**src/rtl/psum_collector_pkg.sv**
```systemverilog
// Shared accelerator definitions: default datapath widths and i_conf_ctrl bit positions.
package psum_collector_pkg;
  localparam int BIT_WIDTH_DEF  = 8;
  localparam int NUM_KERNEL_DEF = 4;
  localparam int FIFO_DEPTH_DEF = 8;
  localparam int REG_WIDTH_DEF  = 32;

  localparam int CTRL_EN  = 0;
  localparam int CTRL_CLR = 1;
endpackage

```
**src/rtl/psum_collector_sync_fifo.sv**
```systemverilog
// Single-clock FIFO with a registered storage array and a combinational head.
// A push into a full FIFO is taken when a pop happens in the same cycle.
module sync_fifo #(
  parameter int WIDTH = 8,
  parameter int DEPTH = 8,
  localparam int AW = (DEPTH > 1) ? $clog2(DEPTH) : 1,
  localparam int CW = $clog2(DEPTH + 1)
) (
  input  logic             clk,
  input  logic             rst,
  input  logic             clr,
  input  logic             push,
  input  logic             pop,
  input  logic [WIDTH-1:0] din,
  output logic [WIDTH-1:0] dout,
  output logic             full,
  output logic             empty,
  output logic [CW-1:0]    count
);

  logic [WIDTH-1:0] mem [DEPTH];
  logic [AW-1:0]    wr_ptr;
  logic [AW-1:0]    rd_ptr;
  logic             do_push;
  logic             do_pop;

  assign full    = (count == CW'(DEPTH));
  assign empty   = (count == '0);
  assign do_push = push && (!full || pop);
  assign do_pop  = pop && !empty;
  assign dout    = mem[rd_ptr];

  always_ff @(posedge clk) begin
    if (rst || clr) begin
      wr_ptr <= '0;
      rd_ptr <= '0;
      count  <= '0;
    end else begin
      if (do_push) wr_ptr <= wr_ptr + AW'(1);
      if (do_pop)  rd_ptr <= rd_ptr + AW'(1);
      case ({do_push, do_pop})
        2'b10:   count <= count + CW'(1);
        2'b01:   count <= count - CW'(1);
        default: count <= count;
      endcase
    end
  end

  // Storage carries no reset; only pointers and count define what is valid.
  always_ff @(posedge clk) begin
    if (do_push) mem[wr_ptr] <= din;
  end

endmodule

```
**src/rtl/psum_collector.sv**
```systemverilog
// Collects per-lane partial sums into lane FIFOs and emits one packed word
// {kn3,kn2,kn1,kn0} only when every lane has a head available.
module psum_collector
  import psum_collector_pkg::*;
#(
  parameter int BIT_WIDTH  = BIT_WIDTH_DEF,
  parameter int NUM_KERNEL = NUM_KERNEL_DEF,
  parameter int FIFO_DEPTH = FIFO_DEPTH_DEF,
  parameter int REG_WIDTH  = REG_WIDTH_DEF
) (
  input  logic                            clk,
  input  logic                            rst,
  input  logic [BIT_WIDTH-1:0]            i_psum_kn0,
  input  logic [BIT_WIDTH-1:0]            i_psum_kn1,
  input  logic [BIT_WIDTH-1:0]            i_psum_kn2,
  input  logic [BIT_WIDTH-1:0]            i_psum_kn3,
  input  logic                            i_psum_kn0_val,
  input  logic                            i_psum_kn1_val,
  input  logic                            i_psum_kn2_val,
  input  logic                            i_psum_kn3_val,
  input  logic [REG_WIDTH-1:0]            i_conf_ctrl,
  output logic [BIT_WIDTH*NUM_KERNEL-1:0] o_data,
  output logic                            o_data_val,
  input  logic                            i_data_rdy,
  output logic                            o_overflow,
  output logic [REG_WIDTH-1:0]            o_word_cnt
);

  localparam int CW = $clog2(FIFO_DEPTH + 1);

  logic                            en;
  logic                            clr;
  logic                            unused_ctrl;
  logic [BIT_WIDTH-1:0]            lane_psum [4];
  logic [3:0]                      lane_val;
  logic [NUM_KERNEL-1:0]           wr_req;
  logic [NUM_KERNEL-1:0]           lane_full;
  logic [NUM_KERNEL-1:0]           lane_empty;
  logic [BIT_WIDTH-1:0]            lane_head [NUM_KERNEL];
  logic [CW-1:0]                   lane_count_unused [NUM_KERNEL];
  logic [BIT_WIDTH*NUM_KERNEL-1:0] head_word_p0;
  logic                            pop_p0;
  logic                            drop_p0;

  assign en          = i_conf_ctrl[CTRL_EN];
  assign clr         = i_conf_ctrl[CTRL_CLR];
  assign unused_ctrl = ^i_conf_ctrl[REG_WIDTH-1:2];

  assign lane_psum[0] = i_psum_kn0;
  assign lane_psum[1] = i_psum_kn1;
  assign lane_psum[2] = i_psum_kn2;
  assign lane_psum[3] = i_psum_kn3;
  assign lane_val     = {i_psum_kn3_val, i_psum_kn2_val, i_psum_kn1_val, i_psum_kn0_val};

  // Stage p0: lane FIFOs, all-lanes-present pop decision, head packing
  assign pop_p0  = (&(~lane_empty)) && (!o_data_val || i_data_rdy) && !clr;
  assign drop_p0 = |(wr_req & lane_full & {NUM_KERNEL{~pop_p0}});

  for (genvar k = 0; k < NUM_KERNEL; k++) begin : g_lane
    assign wr_req[k] = lane_val[k] && en && !clr;
    assign head_word_p0[k*BIT_WIDTH +: BIT_WIDTH] = lane_head[k];

    sync_fifo #(
      .WIDTH (BIT_WIDTH),
      .DEPTH (FIFO_DEPTH)
    ) u_fifo (
      .clk   (clk),
      .rst   (rst),
      .clr   (clr),
      .push  (wr_req[k]),
      .pop   (pop_p0),
      .din   (lane_psum[k]),
      .dout  (lane_head[k]),
      .full  (lane_full[k]),
      .empty (lane_empty[k]),
      .count (lane_count_unused[k])
    );
  end

  // Stage p1: output register with valid/ready hold
  always_ff @(posedge clk) begin
    if (rst) begin
      o_data     <= '0;
      o_data_val <= 1'b0;
    end else if (clr) begin
      o_data_val <= 1'b0;
    end else if (pop_p0) begin
      o_data     <= head_word_p0;
      o_data_val <= 1'b1;
    end else if (i_data_rdy) begin
      o_data_val <= 1'b0;
    end
  end

  always_ff @(posedge clk) begin
    if (rst || clr) begin
      o_overflow <= 1'b0;
    end else if (drop_p0) begin
      o_overflow <= 1'b1;
    end
  end

  always_ff @(posedge clk) begin
    if (rst || clr) begin
      o_word_cnt <= '0;
    end else if (o_data_val && i_data_rdy) begin
      o_word_cnt <= o_word_cnt + REG_WIDTH'(1);
    end
  end

endmodule
```
**config.mk**
```make
export PLATFORM = sky130hd
export DESIGN_NAME = psum_collector
export DESIGN_NICKNAME = d
export VERILOG_FILES = /design/src/rtl/psum_collector_pkg.sv /design/src/rtl/psum_collector_sync_fifo.sv /design/src/rtl/psum_collector.sv
export SDC_FILE = /design/constraint.sdc
export NUM_CORES = 1
export LEC_CHECK = 0
export ABC_AREA = 1
export BUFFER_PORTS_ARGS = -buffer_cell sky130_fd_sc_hd__buf_4
export CAP_MARGIN = 20
export CORE_AREA = 2 2 164 166
export DETAILED_ROUTE_END_ITERATION = 16
export DIE_AREA = 0 0 166 168
export GPL_ROUTABILITY_DRIVEN = 0
export PLACE_DENSITY = 0.74
export SLEW_MARGIN = 20
export SYNTH_ARGS = -nofsm -noshare
export SYNTH_HDL_FRONTEND = slang
export SYNTH_SLANG_ARGS = --single-unit
export TNS_END_PERCENT = 1
```
**constraint.sdc**
```tcl
create_clock -name clk -period 3.35 [get_ports clk]
set_input_delay 1.005 -clock clk [delete_from_list [all_inputs] [get_ports clk]]
set_output_delay 1.005 -clock clk [all_outputs]
set_load 0.02 [all_outputs]
```
# --- Yosys cells after proc, flatten, opt, wreduce, memory -nomap -nowiden ---
# Memory sizes are Yosys's and may differ from the RTL's. A register that Yosys moved wholly into a read port is not among the register bits.
# Index checks and enable logic that the tools add are counted.
word_totals:
  memories: 4
  reg_bits: 74
  inputBits: 71
  mem_bits_rw: 256
  elab_cells: 115
op_classes:
  eq_ne: 12
  reduce_logical: 48
  n_bitwise: 5
  n_mux: 14
  addsub: 17
mem_list:
  columns: ["memory", "depth", "width", "read_ports", "rd_clocked_by_memory_dff", "wr", "line", "text"]
  rows:
  - ["g_lane[0].u_fifo.mem", 8, 8, 1, 1, 1, "psum_collector_sync_fifo.sv:21", "logic [WIDTH-1:0] mem [DEPTH];"]
  - ["g_lane[1].u_fifo.mem", 8, 8, 1, 1, 1, "psum_collector_sync_fifo.sv:21", null]
  - ["g_lane[2].u_fifo.mem", 8, 8, 1, 1, 1, "psum_collector_sync_fifo.sv:21", null]
  - ["g_lane[3].u_fifo.mem", 8, 8, 1, 1, 1, "psum_collector_sync_fifo.sv:21", null]
op_table:
  columns: ["op", "count"]
  rows:
  - ["$add 32x1->32 const B", 1]
  - ["$pmux 4 s2", 4]
  - ["$add 3x1->3 const B", 8]
  - ["$logic_and 1x1->1", 19]
  - ["$add 4x1->4 const B", 4]
  - ["$eq 4x4->1 const B", 4]
  - ["$logic_not 4->1", 4]
  - ["$sub 4x1->4 const B", 4]
  - ["$logic_not 1->1", 10]
  - ["$mux 1", 10]
  - ["$reduce_bool 2->1", 5]
  - ["$and 4x4->4", 2]
  - ["$eq 2x1->1 const B", 4]
  - ["$eq 2x2->1 const B", 4]
  - ["$logic_or 1x1->1", 6]
  - ["$not 4->4", 1]
  - ["$reduce_and 4->1", 1]
  - ["$reduce_or 4->1", 1]
  - ["$not 1->1", 2]
  - ["$reduce_and 2->1", 1]
  - ["$reduce_or 2->1", 1]

# --- Depth between registers and ports, before layout ---
# Gate-level depths: netlist (run 1).
logic_depth:
  depth_word: 9
  mapped_depth: 18

# --- Cells and area by module ---
# From an unflattened synthesis (run 1), not the netlist that was laid out.
unflattened:
  hier_cells: 1554
  area_unflattened_um2: 15855.2
by_module_without_submodules:
  columns: ["module", "area_each_um2", "cells_per_inst", "instances", "seq_area_each_um2"]
  rows:
  - ["sync_fifo (g_lane[2].u_fifo ...)", 3206.8, 275, 2, 2182.1]
  - ["sync_fifo (g_lane[0].u_fifo)", 3201.8, 276, 1, 2182.1]
  - ["sync_fifo (g_lane[1].u_fifo)", 3199.3, 277, 1, 2182.1]
  - ["psum_collector", 3040.4, 451, 1, 1321.3]

# --- Worst setup path before layout (run 1) ---
# No wires, ideal clock.
synth_timing:
  path_kind: "input-to-reg"
  from: "input i_data_rdy"
  to: "register g_lane[1].u_fifo.count[2]"
  setup_slack_ns: 0.589
  path_stages: 15
  path_buffers: 2
  arrival_time_ns: 2.645
  path_cell_list: "inv_1 -> nand2_1 -> nand2_1 -> nor2_4 -> nand2_4 -> buf_6 -> buf_4 -> inv_1 -> ha_1 -> xor2_1 -> ha_1 -> a21oi_1 -> xnor2_1 -> o21ai_0 -> inv_1"
synth_via:
  elab_cells_between_ends: 10
synth_rtl:
  columns: ["element", "line", "text"]
  rows:
  - ["start, declared", "psum_collector.sv:24", "input logic i_data_rdy,"]
  - ["$logic_or 1x1->1 (*)", "psum_collector.sv:56", "assign pop_p0 = (&(~lane_empty)) && (!o_data_val || i_data_rdy) && !clr;"]
  - ["$logic_and 1x1->1 (*) (2 in series)", "psum_collector.sv:56", null]
  - ["$logic_and 1x1->1 (*)", "psum_collector_sync_fifo.sv:30", "assign do_pop = pop && !empty;"]
  - ["via g_lane[1].u_fifo.do_pop", "psum_collector_sync_fifo.sv:25", "logic do_pop;"]
  - ["$eq 2x1->1 / $eq 2x2->1 (equally long branches)", "psum_collector_sync_fifo.sv:41", "case ({do_push, do_pop})"]
  - ["$pmux 4 s2 / $reduce_bool 2->1 (equally long branches)", null, null]
  - ["end signal, assigned", "psum_collector_sync_fifo.sv:42", "2'b10: count <= count + CW'(1);"]
  - ["end signal, assigned", "psum_collector_sync_fifo.sv:43", "2'b01: count <= count - CW'(1);"]
  - ["end signal, assigned", "psum_collector_sync_fifo.sv:44", "default: count <= count;"]
  - ["end, declared", "psum_collector_sync_fifo.sv:18", "output logic [CW-1:0] count"]
# The timed path passes the listed nets; every way through them passes the cells marked *.
# A chain may end at the register's enable or synchronous reset.

# --- Final worst setup path (run 1) ---
layout_timing:
  from: "input i_data_rdy"
  to: "register g_lane[2].u_fifo.count[2]"
layout_via:
  elab_chain_cells: 7
  elab_cells_between_ends: 10
layout_lines:
  columns: ["element", "line", "text"]
  rows:
  - ["$logic_or 1x1->1 (*)", "psum_collector.sv:56", null]
  - ["$logic_and 1x1->1 (*) (2 in series)", "psum_collector.sv:56", null]
  - ["$logic_or 1x1->1", "psum_collector_sync_fifo.sv:29", "assign do_push = push && (!full || pop);"]
  - ["$logic_and 1x1->1", "psum_collector_sync_fifo.sv:29", null]
  - ["$eq 2x1->1 / $eq 2x2->1 (equally long branches)", "psum_collector_sync_fifo.sv:41", null]
  - ["$pmux 4 s2 / $reduce_bool 2->1 (equally long branches)", null, null]
  - ["end signal, assigned", "psum_collector_sync_fifo.sv:42", null]
  - ["end signal, assigned", "psum_collector_sync_fifo.sv:43", null]
  - ["end signal, assigned", "psum_collector_sync_fifo.sv:44", null]
  - ["end, declared", "psum_collector_sync_fifo.sv:18", null]
# Mark *: on every way between the ends. The rest lies on a longest branch, timed or not.

==> results of run 1 <==
-- stage by stage --
stage	utilization (%)	cells	setup slack, ns
detailed placement	62.5	1907	0.226
finish	67.2	1975	0.707
global route	67.2	1975	0.500
floorplan	-	1470	0.589
CTS	67.1	1975	0.737
global placement	62.5	1907	0.323
-- power breakdown --
group	total, µW	internal (µW)	switching (µW)
clock	4110	2470	1640
sequential	4810	4800	8.89
combinational	188	67.9	121
total	9110	7340	1770
-- cells by family after synthesis --
logic type                 count (synthesis)  synth area share, %
xor gates and xnor gates                  16                0.927
adders and majority gates                 21                 1.74
and+or+nand+nor                          593                 16.5
buffers and inverters                    152                 4.09
DFF                                      362                 64.9
AOI/OAI and AO/OA                        326                 11.9
-- cell usage after synthesis, types with 13 or more instances --
library cell    n
clkbuf_1       40
nor2_1        321
o211ai_1       65
ha_1           21
o21ai_0       185
nand4_1        13
buf_2          13
a21oi_1        70
nand3_1        36
dfxtp_1       106
inv_1          81
nand2_1       176
edfxtp_1      256
-- worst register-to-register path, delay by kind of cell (launching register included) --
family,cells,cell delay (ns)
buffers and inverters,2,0.12
adders and majority gates,2,0.44
AOI/OAI and AO/OA,2,0.19
xor gates and xnor gates,2,0.44
and+or+nand+nor,6,0.85
DFF,1,0.37
-- sequential cells by signal, summed over array words and instances, names as in the netlist --
name,count
g_lane.u_fifo.wr_ptr,12
o_overflow,1
g_lane.u_fifo.count,16
o_data_val,1
g_lane.u_fifo.rd_ptr,12
o_word_cnt,32
o_data,32
g_lane.u_fifo.mem,256
-- path summary, 6_finish.rpt --
check / from / to / slack, ns / depth (start not counted)
setup / recovery: i_data_rdy / g_lane[2].u_fifo.count[2] / 0.71 / 15
hold / removal: o_overflow / o_overflow / 0.46 / 2
setup reg to reg: g_lane[0].u_fifo.count[0] / g_lane[2].u_fifo.count[2] / 0.83 / 14
hold reg to reg: o_overflow / o_overflow / 0.46 / 2
-- per-layer routing --
metal | track usage [%] | vias up | part of all wire (%)
met2 | 38.1 | 255 | 48
met1 | 30.7 | 5027 | 45
li1 | - | 5351 | -
met4 | 6.84 | 0 | 2.2
met5 | 0 | - | 0
met3 | 3.39 | 59 | 5.0
-- cell type report --
cell class / count / area (µm²) / share of cell area [%]
Tap cell: 341 / 427 / 2.41
Inverter: 93 / 354 / 2.00
Clock inverter: 18 / 168 / 0.947
Timing Repair Buffer: 155 / 1160 / 6.58
Multi-Input combinational cell: 956 / 4700 / 26.6
Clock buffer: 50 / 1070 / 6.03
Sequential cell: 362 / 9810 / 55.5
==> reports/qor.json, run 1 <==
{
  "buffers_added_on_ports": {"value": 106},
  "route.detailed.vias_per_inst": {"value": 5.41},
  "max_cap_viol_count": {"value": 0},
  "antenna_found_initial": {"value": 0},
  "die_width": {"value": 166, "unit": "µm"},
  "area_share_of_the_largest_cell_type_after_synthesis": {"value": 50.8, "unit": "%"},
  "chipHeight": {"value": 168, "unit": "µm"},
  "synth_area_leader_cell": {"value": "edfxtp_1"},
  "hpwl": {"value": 19.3, "unit": "mm"},
  "cts-root-to-sink-buffers": {"value": 3},
  "worst_path_most_repeated_cell": {"value": "nand2_1"},
  "critPathRequiredTime": {"value": 3.76, "unit": "ns"},
  "layout_commonest_cell": {"value": "nor2_1"},
  "endpoint_kind": {"value": "flop"},
  "cts.clk_slew.worst_paths": {"value": 0.06, "unit": "ns"},
  "post-route-drc-count": {"value": 0},
  "power_density": {"value": 515, "unit": "mW/mm²"},
  "worst_hold_class": {"value": "reg -> reg"},
  "cp_num_buf_inv": {"value": 3},
  "grt_pass1_wl": {"value": 51.4, "unit": "mm"},
  "synth_flop_cell": {"value": "edfxtp_1"},
  "timing.hold.ws": {"value": 0.456, "unit": "ns"},
  "period_minus_slack": {"value": 2.64, "unit": "ns"},
  "yosysWarningCount": {"value": 0},
  "syn_avg_cell_area": {"value": 10.3, "unit": "µm²"},
  "fraction_of_layout_cells_with_a_size_suffix_above_1": {"value": 15.3, "unit": "%"},
  "power.static_leakage": {"value": 0.00652, "unit": "µW"},
  "grt_pass1_vias": {"value": 10400},
  "antenna_left": {"value": 0},
  "h_tree_levels": {"value": 2},
  "rsz_0062_raised_after_global_routing": {"value": "no"},
  "timing_worst_setup_path_type": {"value": "in -> reg"},
  "clock_skew": {"value": 0.0198, "unit": "ns"},
  "synth_edf_count": {"value": 256},
  "fin_tns_setup": {"value": 0, "unit": "ns"},
  "die-area": {"value": 0.0279, "unit": "mm²"},
  "clk_latency": {"value": 0.52, "unit": "ns"},
  "design_area": {"value": 0.0177, "unit": "mm²"},
  "finalCritPeriodShare": {"value": 78.9, "unit": "%"},
  "n_antenna_cell": {"value": 0},
  "iteration_0_drc_markers": {"value": 982},
  "cts_tree": {"value": "done"},
  "total_power": {"value": 9110, "unit": "µW"},
  "netlist_top_cells_area": {"value": "edfxtp_1, dfxtp_1, nor2_1"},
  "finalSetupViolations": {"value": 0},
  "startpoint_type": {"value": "input port"},
  "worstPathCellList": {"value": "buf_4, inv_1, nand2_1, nand2_1, nor2_4, nand2_4, nand2_1, nand2_2, ha_1, xor2_1, ha_1, a21oi_1, xnor2_1, o21ai_0, inv_1"},
  "grt_start_max_net_pins": {"value": 73},
  "syn_inst": {"value": 1470},
  "irDropWorstVdd": {"value": 0.463, "unit": "mV"},
  "place_area": {"value": 0.0165, "unit": "mm²"},
  "timing.final.max_slew_violations": {"value": 0},
  "slowest_delay": {"value": 0.29, "unit": "ns"},
  "start_util": {"value": 57.4, "unit": "%"},
  "crit_path_max_fanout": {"value": 17},
  "critical_path_arrival": {"value": 3.05, "unit": "ns"},
  "nNetsFinal": {"value": 1697},
  "drt_first_pass_iters": {"value": 5},
  "numClockSinks": {"value": 362},
  "cts-root-buf": {"value": "clkbuf_16"},
  "mostFrequentLayoutCells": {"value": "nor2_1, edfxtp_1, o21ai_0"},
  "post_synth_num_cell_types": {"value": 36},
  "grt_overall_usage": {"value": 22.6, "unit": "%"},
  "synthesis.nets": {"value": 1562},
  "timing_worst_slew_pin_value": {"value": 0.815, "unit": "ns"},
  "fmax": {"value": 378, "unit": "MHz"},
  "area_growth": {"value": 17.0, "unit": "%"},
  "ys_seq_area_share": {"value": 64.9, "unit": "%"},
  "post_cts_resized": {"value": 0},
  "routed-via-count": {"value": 10700},
  "cts-buffers-inserted": {"value": 37},
  "detail_route.wirelength": {"value": 31.5, "unit": "mm"},
  "cp_slowest_cell": {"value": "xor2_1"},
  "io_pins": {"value": 137},
  "grt_overflow": {"value": 0},
  "standard_cell_rows": {"value": 60},
  "nFillCells": {"value": 1966},
  "asyncSetResetFlopFracSynth": {"value": 0, "unit": "%"},
  "crit_family": {"value": "simple AND/OR/NAND/NOR gates"},
  "final_hold_viol_count": {"value": 0},
  "timing.max_slew.rel_slack": {"value": 45.6, "unit": "%"},
  "postCtsHoldBufs": {"value": 0},
  "status": {"value": "finished clean"},
  "cts.repair_timing.setup_buffer_count": {"value": 0},
  "syn_area": {"value": 0.0151, "unit": "mm²"},
  "placeableCoreArea": {"value": 0.0264, "unit": "mm²"},
  "synth_seq_cells": {"value": 362},
  "routed_wire_length_per_instance": {"value": 15.9, "unit": "µm"}
}
Note: power is estimated with default switching activity, not from simulation.
==> run 2, diff against run 1 <==
CORE_AREA = 2 2 171 173   (was 2 2 164 166)
DIE_AREA = 0 0 173 175   (was 0 0 166 168)
PLACE_DENSITY = 0.71   (was 0.74)
clock period = 2.25 ns   (was 3.35 ns; I/O delays follow)
==> reports/qor.json, run 2 (synthesis results as in run 1) <==
{
  "worst_hold_class": {"value": "in -> reg"},
  "finalSetupViolations": {"value": 0, "change": "unchanged"},
  "worstPathCellList": {"value": "buf_4, nor4_1, nand2_4, nand2_4, ha_4, xor2_2, ha_1, a21oi_2, xnor2_1, o21ai_1, inv_1"},
  "detail_route.wirelength": {"value": 32.0, "unit": "mm", "change": "+1.8%"},
  "hpwl": {"value": 20.6, "unit": "mm", "change": "+6.4%"},
  "die-area": {"value": 0.0303, "unit": "mm²", "change": "+8.6%"},
  "worst_path_most_repeated_cell": {"value": "nand2_4"},
  "clock_skew": {"value": 0.0189, "unit": "ns", "change": "-0.000875 ns"},
  "grt_pass1_wl": {"value": 51.8, "unit": "mm", "change": "+0.73%"},
  "largest_register_ffs": {"value": 256, "change": "unchanged"},
  "period_minus_slack": {"value": 2.10, "unit": "ns"},
  "nNetsFinal": {"value": 1758, "change": "+3.6%"},
  "power_density": {"value": 737, "unit": "mW/mm²", "change": "+43%"},
  "registers_with_the_most_flip_flops": {"value": "g_lane.u_fifo.mem x256, o_data x32, o_word_cnt x32"},
  "crit_family": {"value": "simple AND/OR/NAND/NOR gates"},
  "cts-root-buf": {"value": "clkbuf_16"},
  "critical_path_arrival": {"value": 2.49, "unit": "ns", "change": "-0.56 ns"},
  "post-route-worst-setup-slack": {"value": 0.154, "unit": "ns", "change": "-0.554 ns"},
  "drt_first_pass_iters": {"value": 7, "change": "+2"},
  "route.detailed.vias_per_inst": {"value": 5.22, "change": "-3.6%"},
  "largest_register": {"value": "g_lane.u_fifo.mem"},
  "grt_overall_usage": {"value": 21.0, "unit": "%", "change": "-1.6 points"},
  "post-place-ws": {"value": -0.209, "unit": "ns", "change": "-0.435 ns"},
  "status": {"value": "finished clean"},
  "io_pins": {"value": 137, "change": "unchanged"},
  "timing.max_slew.rel_slack": {"value": 41.8, "unit": "%", "change": "-3.8 points"},
  "placeableCoreArea": {"value": 0.0284, "unit": "mm²", "change": "+7.7%"},
  "timing_worst_slew_pin_value": {"value": 0.872, "unit": "ns", "change": "+0.0575 ns"},
  "antenna_found_initial": {"value": 0, "change": "unchanged"},
  "crit_path_max_fanout": {"value": 5, "change": "-12"},
  "chipHeight": {"value": 175, "unit": "µm", "change": "+4.2%"},
  "numClockSinks": {"value": 362, "change": "unchanged"},
  "routed-via-count": {"value": 10800, "change": "+1.3%"},
  "cts.clk_slew.worst_paths": {"value": 0.06, "unit": "ns", "change": "about the same"},
  "power.static_leakage": {"value": 0.00681, "unit": "µW", "change": "+4.4%"},
  "grt_start_max_net_pins": {"value": 52, "change": "-29%"},
  "slowest_delay": {"value": 0.50, "unit": "ns", "change": "+0.21 ns"},
  "grt_pass1_vias": {"value": 10500, "change": "+0.91%"},
  "fraction_of_layout_cells_with_a_size_suffix_above_1": {"value": 18.9, "unit": "%", "change": "+3.6 points"},
  "iteration_0_drc_markers": {"value": 843, "change": "-14%"},
  "cts_tree": {"value": "done"},
  "routed_wire_length_per_instance": {"value": 15.4, "unit": "µm", "change": "-3.2%"},
  "cts.repair_timing.setup_buffer_count": {"value": 0, "change": "unchanged"},
  "cp_num_buf_inv": {"value": 2, "change": "-1"},
  "endpoint_kind": {"value": "flop"},
  "postCtsHoldBufs": {"value": 0, "change": "unchanged"},
  "critPathRequiredTime": {"value": 2.65, "unit": "ns", "change": "-1.11 ns"},
  "antenna_left": {"value": 0, "change": "unchanged"},
  "finalCritPeriodShare": {"value": 93.2, "unit": "%"},
  "grt_overflow": {"value": 0, "change": "unchanged"},
  "mostFrequentLayoutCells": {"value": "nor2_1, edfxtp_1, buf_4"},
  "irDropWorstVdd": {"value": 0.421, "unit": "mV", "change": "-9.0%"},
  "cts-buffers-inserted": {"value": 37, "change": "unchanged"},
  "timing.final.max_slew_violations": {"value": 0, "change": "unchanged"},
  "total_power": {"value": 13500, "unit": "µW", "change": "+48%"},
  "h_tree_levels": {"value": 2, "change": "unchanged"},
  "die_width": {"value": 173, "unit": "µm", "change": "+4.2%"},
  "start_util": {"value": 53.3, "unit": "%", "change": "-4.1 points"},
  "startpoint_type": {"value": "flop"},
  "layout_commonest_cell": {"value": "nor2_1"},
  "final_hold_viol_count": {"value": 0, "change": "unchanged"},
  "cp_slowest_cell": {"value": "nor4_1"},
  "standard_cell_rows": {"value": 62, "change": "+3.3%"},
  "n_antenna_cell": {"value": 0, "change": "unchanged"},
  "buffers_added_on_ports": {"value": 106, "change": "unchanged"},
  "timing_worst_setup_path_type": {"value": "reg -> reg"},
  "max_cap_viol_count": {"value": 0, "change": "unchanged"},
  "rsz_0062_raised_after_global_routing": {"value": "yes"},
  "post-route-drc-count": {"value": 0, "change": "unchanged"},
  "fmax": {"value": 477, "unit": "MHz"},
  "clk_latency": {"value": 0.51, "unit": "ns", "change": "about the same"},
  "cts-root-to-sink-buffers": {"value": 3, "change": "unchanged"},
  "area_growth": {"value": 20.9, "unit": "%"}
}
[run 2: changes by cell type in the layout (fill, tap and decap cells not counted), sizes merged]
| cell | before | now |
|---|---|---|
| clkbuf | 50 | 53 |
| bufinv | 3 | 4 |
| buf | 155 | 216 |
| clkinv | 23 | 16 |
[run 2: timing repair]
item	4_1_cts	5_1_grt
gates resized for setup	0	2
setup endpoints to repair	0	5
endpoints found under the hold margin	0	0
[run 2: metrics by stage]
step / util, % / TNS, ns / std cells / hold WS, ns / area [µm²]
2_1_floorplan: - / -0.0356 / 1470 / 0.488 / 15200
3_3_place_gp: 60.2 / -7.72 / 2011 / 0.445 / 17100
3_5_place_dp: 60.2 / -12.98 / 2011 / 0.452 / 17100
4_1_cts: 64.4 / 0 / 2076 / 0.379 / 18300
5_1_grt: 64.4 / -0.00867 / 2076 / 0.382 / 18300
6_report: 64.4 / 0 / 2076 / 0.396 / 18300
[run 2: path summary, 6_finish.rpt]
path / from / depth (start not counted) / to / slack, ns
hold reg to reg: o_overflow / 2 / o_overflow / 0.46
setup / recovery: g_lane[3].u_fifo.count[0] / 11 / g_lane[3].u_fifo.count[2] / 0.15
setup reg to reg: g_lane[3].u_fifo.count[0] / 11 / g_lane[3].u_fifo.count[2] / 0.15
hold / removal: i_psum_kn1[0] / 1 / g_lane[1].u_fifo.mem[1][0] / 0.40
[run 2: where the power goes]
group	switching [µW]	internal [µW]	leakage, µW
combinational	188	121	0.00307
clock	2380	3630	0.000581
sequential	10.6	7150	0.00316
total	2580	10900	0.00681
[run 2: layer usage]
metal,vias up,wire length [µm],GRT usage (%)
li1,5456,-,-
met1,5087,14500,28.4
met2,239,15300,35.5
met3,48,1510,3.74
met4,0,634,5.33
met5,-,0,0
[run 2: cell type report]
cell class              count  area (µm²)
repair buffers            216        1660
inverters                  93         357
clock inverters            12         165
multi-input cells         956        4790
fillers                  2232       10100
clock buffers              53        1030
flip-flops and latches    362        9810
well taps                 384         480
[run 2: worst reg2reg max path: cells and delay by family (launching register included)]
family | cells | cell delay [ns]
and+or+nand+nor | 3 | 0.70
adders and majority gates | 2 | 0.35
DFF | 1 | 0.31
xor gates and xnor gates | 2 | 0.30
buffers and inverters | 2 | 0.19
AOI/OAI and AO/OA | 2 | 0.15
==> run 3, diff against run 2 <==
clock period = 1.8 ns   (was 2.25 ns; I/O delays follow)
==> reports/qor.json, run 3 (synthesis results as in run 1) <==
{
  "placeableCoreArea": {"value": 0.0284, "unit": "mm²", "change": "unchanged"},
  "buffers_added_on_ports": {"value": 106, "change": "unchanged"},
  "timing.rr.end": {"value": "g_lane[1].u_fifo.count[2]"},
  "crit_path_max_fanout": {"value": 4, "change": "-1"},
  "fmax": {"value": 487, "unit": "MHz", "change": "+2.0%"},
  "grt_start_max_net_pins": {"value": 35, "change": "-33%"},
  "power_density": {"value": 895, "unit": "mW/mm²", "change": "+21%"},
  "nNetsFinal": {"value": 1798, "change": "+2.3%"},
  "die-area": {"value": 0.0303, "unit": "mm²", "change": "unchanged"},
  "fin_util": {"value": 67.3, "unit": "%", "change": "+2.9 points"},
  "irDropWorstVdd": {"value": 0.665, "unit": "mV", "change": "+58%"},
  "timing_worst_setup_path_type": {"value": "reg -> reg"},
  "design_area": {"value": 0.0191, "unit": "mm²", "change": "+4.5%"},
  "clk_latency": {"value": 0.53, "unit": "ns", "change": "+0.02 ns"},
  "routed-via-count": {"value": 11200, "change": "+3.7%"},
  "largest_register_ffs": {"value": 256, "change": "unchanged"},
  "drt_first_pass_iters": {"value": 5, "change": "-2"},
  "r2r-start": {"value": "g_lane[3].u_fifo.count[2]"},
  "endpoint_kind": {"value": "flop"},
  "routed_wire_length_per_instance": {"value": 15.9, "unit": "µm", "change": "+2.9%"},
  "post-place-ws": {"value": -0.450, "unit": "ns", "change": "-0.242 ns"},
  "cts-root-to-sink-buffers": {"value": 3, "change": "unchanged"},
  "critical_path_arrival": {"value": 2.47, "unit": "ns", "change": "-0.02 ns"},
  "mostFrequentLayoutCells": {"value": "nor2_1, edfxtp_1, buf_4"},
  "cts-buffers-inserted": {"value": 38, "change": "+2.7%"},
  "die_width": {"value": 173, "unit": "µm", "change": "unchanged"},
  "place_area": {"value": 0.0174, "unit": "mm²", "change": "+1.5%"},
  "worstSetupStartpoint": {"value": "g_lane[3].u_fifo.count[2]"},
  "finalSetupViolations": {"value": 139, "change": "+139"},
  "area_growth": {"value": 26.4, "unit": "%"},
  "start_util": {"value": 53.3, "unit": "%", "change": "unchanged"},
  "timing_worst_slew_pin_value": {"value": 0.400, "unit": "ns", "change": "-0.472 ns"},
  "status": {"value": "finished, violations left"},
  "max_cap_viol_count": {"value": 0, "change": "unchanged"},
  "io_pins": {"value": 137, "change": "unchanged"},
  "grt_overflow": {"value": 0, "change": "unchanged"},
  "registers_with_the_most_flip_flops": {"value": "g_lane.u_fifo.mem x256, o_data x32, o_word_cnt x32"},
  "finalCritPeriodShare": {"value": 114, "unit": "%", "change": "+21 points"},
  "grt_pass1_wl": {"value": 54.7, "unit": "mm", "change": "+5.6%"},
  "placedCellCount": {"value": 2042, "change": "+1.5%"},
  "detail_route.wirelength": {"value": 33.7, "unit": "mm", "change": "+5.1%"},
  "power.static_leakage": {"value": 0.00707, "unit": "µW", "change": "+3.9%"},
  "cts_tree": {"value": "done"},
  "iteration_0_drc_markers": {"value": 787, "change": "-6.6%"},
  "clock_skew": {"value": 0.0182, "unit": "ns", "change": "-0.000738 ns"},
  "worst-r2r-setup-slack": {"value": -0.25, "unit": "ns", "change": "-0.41 ns"},
  "post-route-drc-count": {"value": 0, "change": "unchanged"},
  "total_power": {"value": 17100, "unit": "µW", "change": "+27%"},
  "n_antenna_cell": {"value": 0, "change": "unchanged"},
  "grt_overall_usage": {"value": 22.1, "unit": "%", "change": "+1.1 points"},
  "route.detailed.vias_per_inst": {"value": 5.30, "change": "+1.6%"},
  "numClockSinks": {"value": 362, "change": "unchanged"},
  "timing.max_slew.rel_slack": {"value": 73.1, "unit": "%", "change": "+31 points"},
  "standard_cell_rows": {"value": 62, "change": "unchanged"},
  "antenna_left": {"value": 0, "change": "unchanged"},
  "startpoint_type": {"value": "flop"},
  "worst_hold_class": {"value": "in -> reg"},
  "fraction_of_layout_cells_with_a_size_suffix_above_1": {"value": 24.7, "unit": "%", "change": "+5.7 points"},
  "hpwl": {"value": 21.4, "unit": "mm", "change": "+3.9%"},
  "period_minus_slack": {"value": 2.05, "unit": "ns", "change": "-0.0416 ns"},
  "hp-start": {"value": "i_psum_kn0[2]"},
  "timing.final.max_slew_violations": {"value": 0, "change": "unchanged"},
  "layout_commonest_cell": {"value": "nor2_1"},
  "critPathRequiredTime": {"value": 2.21, "unit": "ns", "change": "-0.44 ns"},
  "rsz_0062_raised_after_global_routing": {"value": "yes"},
  "violations": {"value": "setup timing"},
  "rr_worst_depth": {"value": 15, "change": "+4"},
  "chipHeight": {"value": 175, "unit": "µm", "change": "unchanged"},
  "final_instance_count_without_filler_cells": {"value": 2120, "change": "+2.1%"},
  "endpoint": {"value": "g_lane[1].u_fifo.count[2]"},
  "h_tree_levels": {"value": 2, "change": "unchanged"},
  "final_hold_viol_count": {"value": 0, "change": "unchanged"},
  "post-route-worst-setup-slack": {"value": -0.255, "unit": "ns", "change": "-0.408 ns"},
  "antenna_found_initial": {"value": 0, "change": "unchanged"},
  "cts-root-buf": {"value": "clkbuf_16"},
  "cts.clk_slew.worst_paths": {"value": 0.06, "unit": "ns", "change": "about the same"},
  "grt_pass1_vias": {"value": 11200, "change": "+6.6%"},
  "largest_register": {"value": "g_lane.u_fifo.mem"}
}
==> run 3: per-stage QoR <==
step | setup TNS, ns | hold slack, ns
after floorplan | -34.20 | 0.488
after global routing | -32.40 | 0.233
after detailed placement | -84.86 | 0.450
final | -9.62 | 0.244
after global placement | -77.12 | 0.442
after CTS | -3.67 | 0.231
==> run 3: final cells by class <==
class,count,area (µm²)
clock inverter,20,176
tap,384,480
multi-input combinational,957,5100
sequential,362,9820
inverter,93,372
timing repair buffer,254,2090
fill,2128,9280
clock buffer,50,1060
==> run 3: critical path: stages, from the launching register on <==
cell,delay [ns]
dfxtp_2,0.35
nor2_2,0.03
nand2_1,0.08
nand2_2,0.08
nor2_4,0.15
buf_6,0.13
nand2_8,0.07
nand2_4,0.08
nand2_4,0.06
ha_4,0.18
xor2_2,0.15
ha_2,0.17
a21oi_2,0.13
xnor2_1,0.10
o21ai_1,0.13
inv_1,0.05
==> run 3: what timing repair did <==
item / CTS / global route
cloned: 1 / 0
endpoints found under the setup margin: 293 / 295
pin swaps: 10 / 18
gates resized for setup: 38 / 84
hold buffers: 0 / 0
setup buffers: 4 / 3
==> run 3: per-layer routing <==
layer	wire length, µm	GRT usage, %	vias up	part of all wire [%]
met4	533	5.54	0	1.6
met2	16700	38.1	264	50
met1	14600	29.3	5362	43
met5	0	0	-	0
met3	1800	3.87	57	5.3
li1	-	-	5553	-
==> run 3: worst min-delay path by stage <==
stage / to / slack (ns) / cells past startpoint
global route: g_lane[0].u_fifo.mem[2][2] / 0.23 / 1
CTS: g_lane[0].u_fifo.mem[2][0] / 0.23 / 1
finish: g_lane[0].u_fifo.mem[2][2] / 0.24 / 1
floorplan: g_lane[1].u_fifo.wr_ptr[2] / 0.49 / 2
global placement: o_overflow / 0.44 / 2
detailed placement: o_overflow / 0.45 / 2
==> run 3: report_power, final <==
part / internal [µW] / switching [µW]
Combinational: 172 / 261
Clock: 4590 / 3130
Sequential: 8940 / 14.4
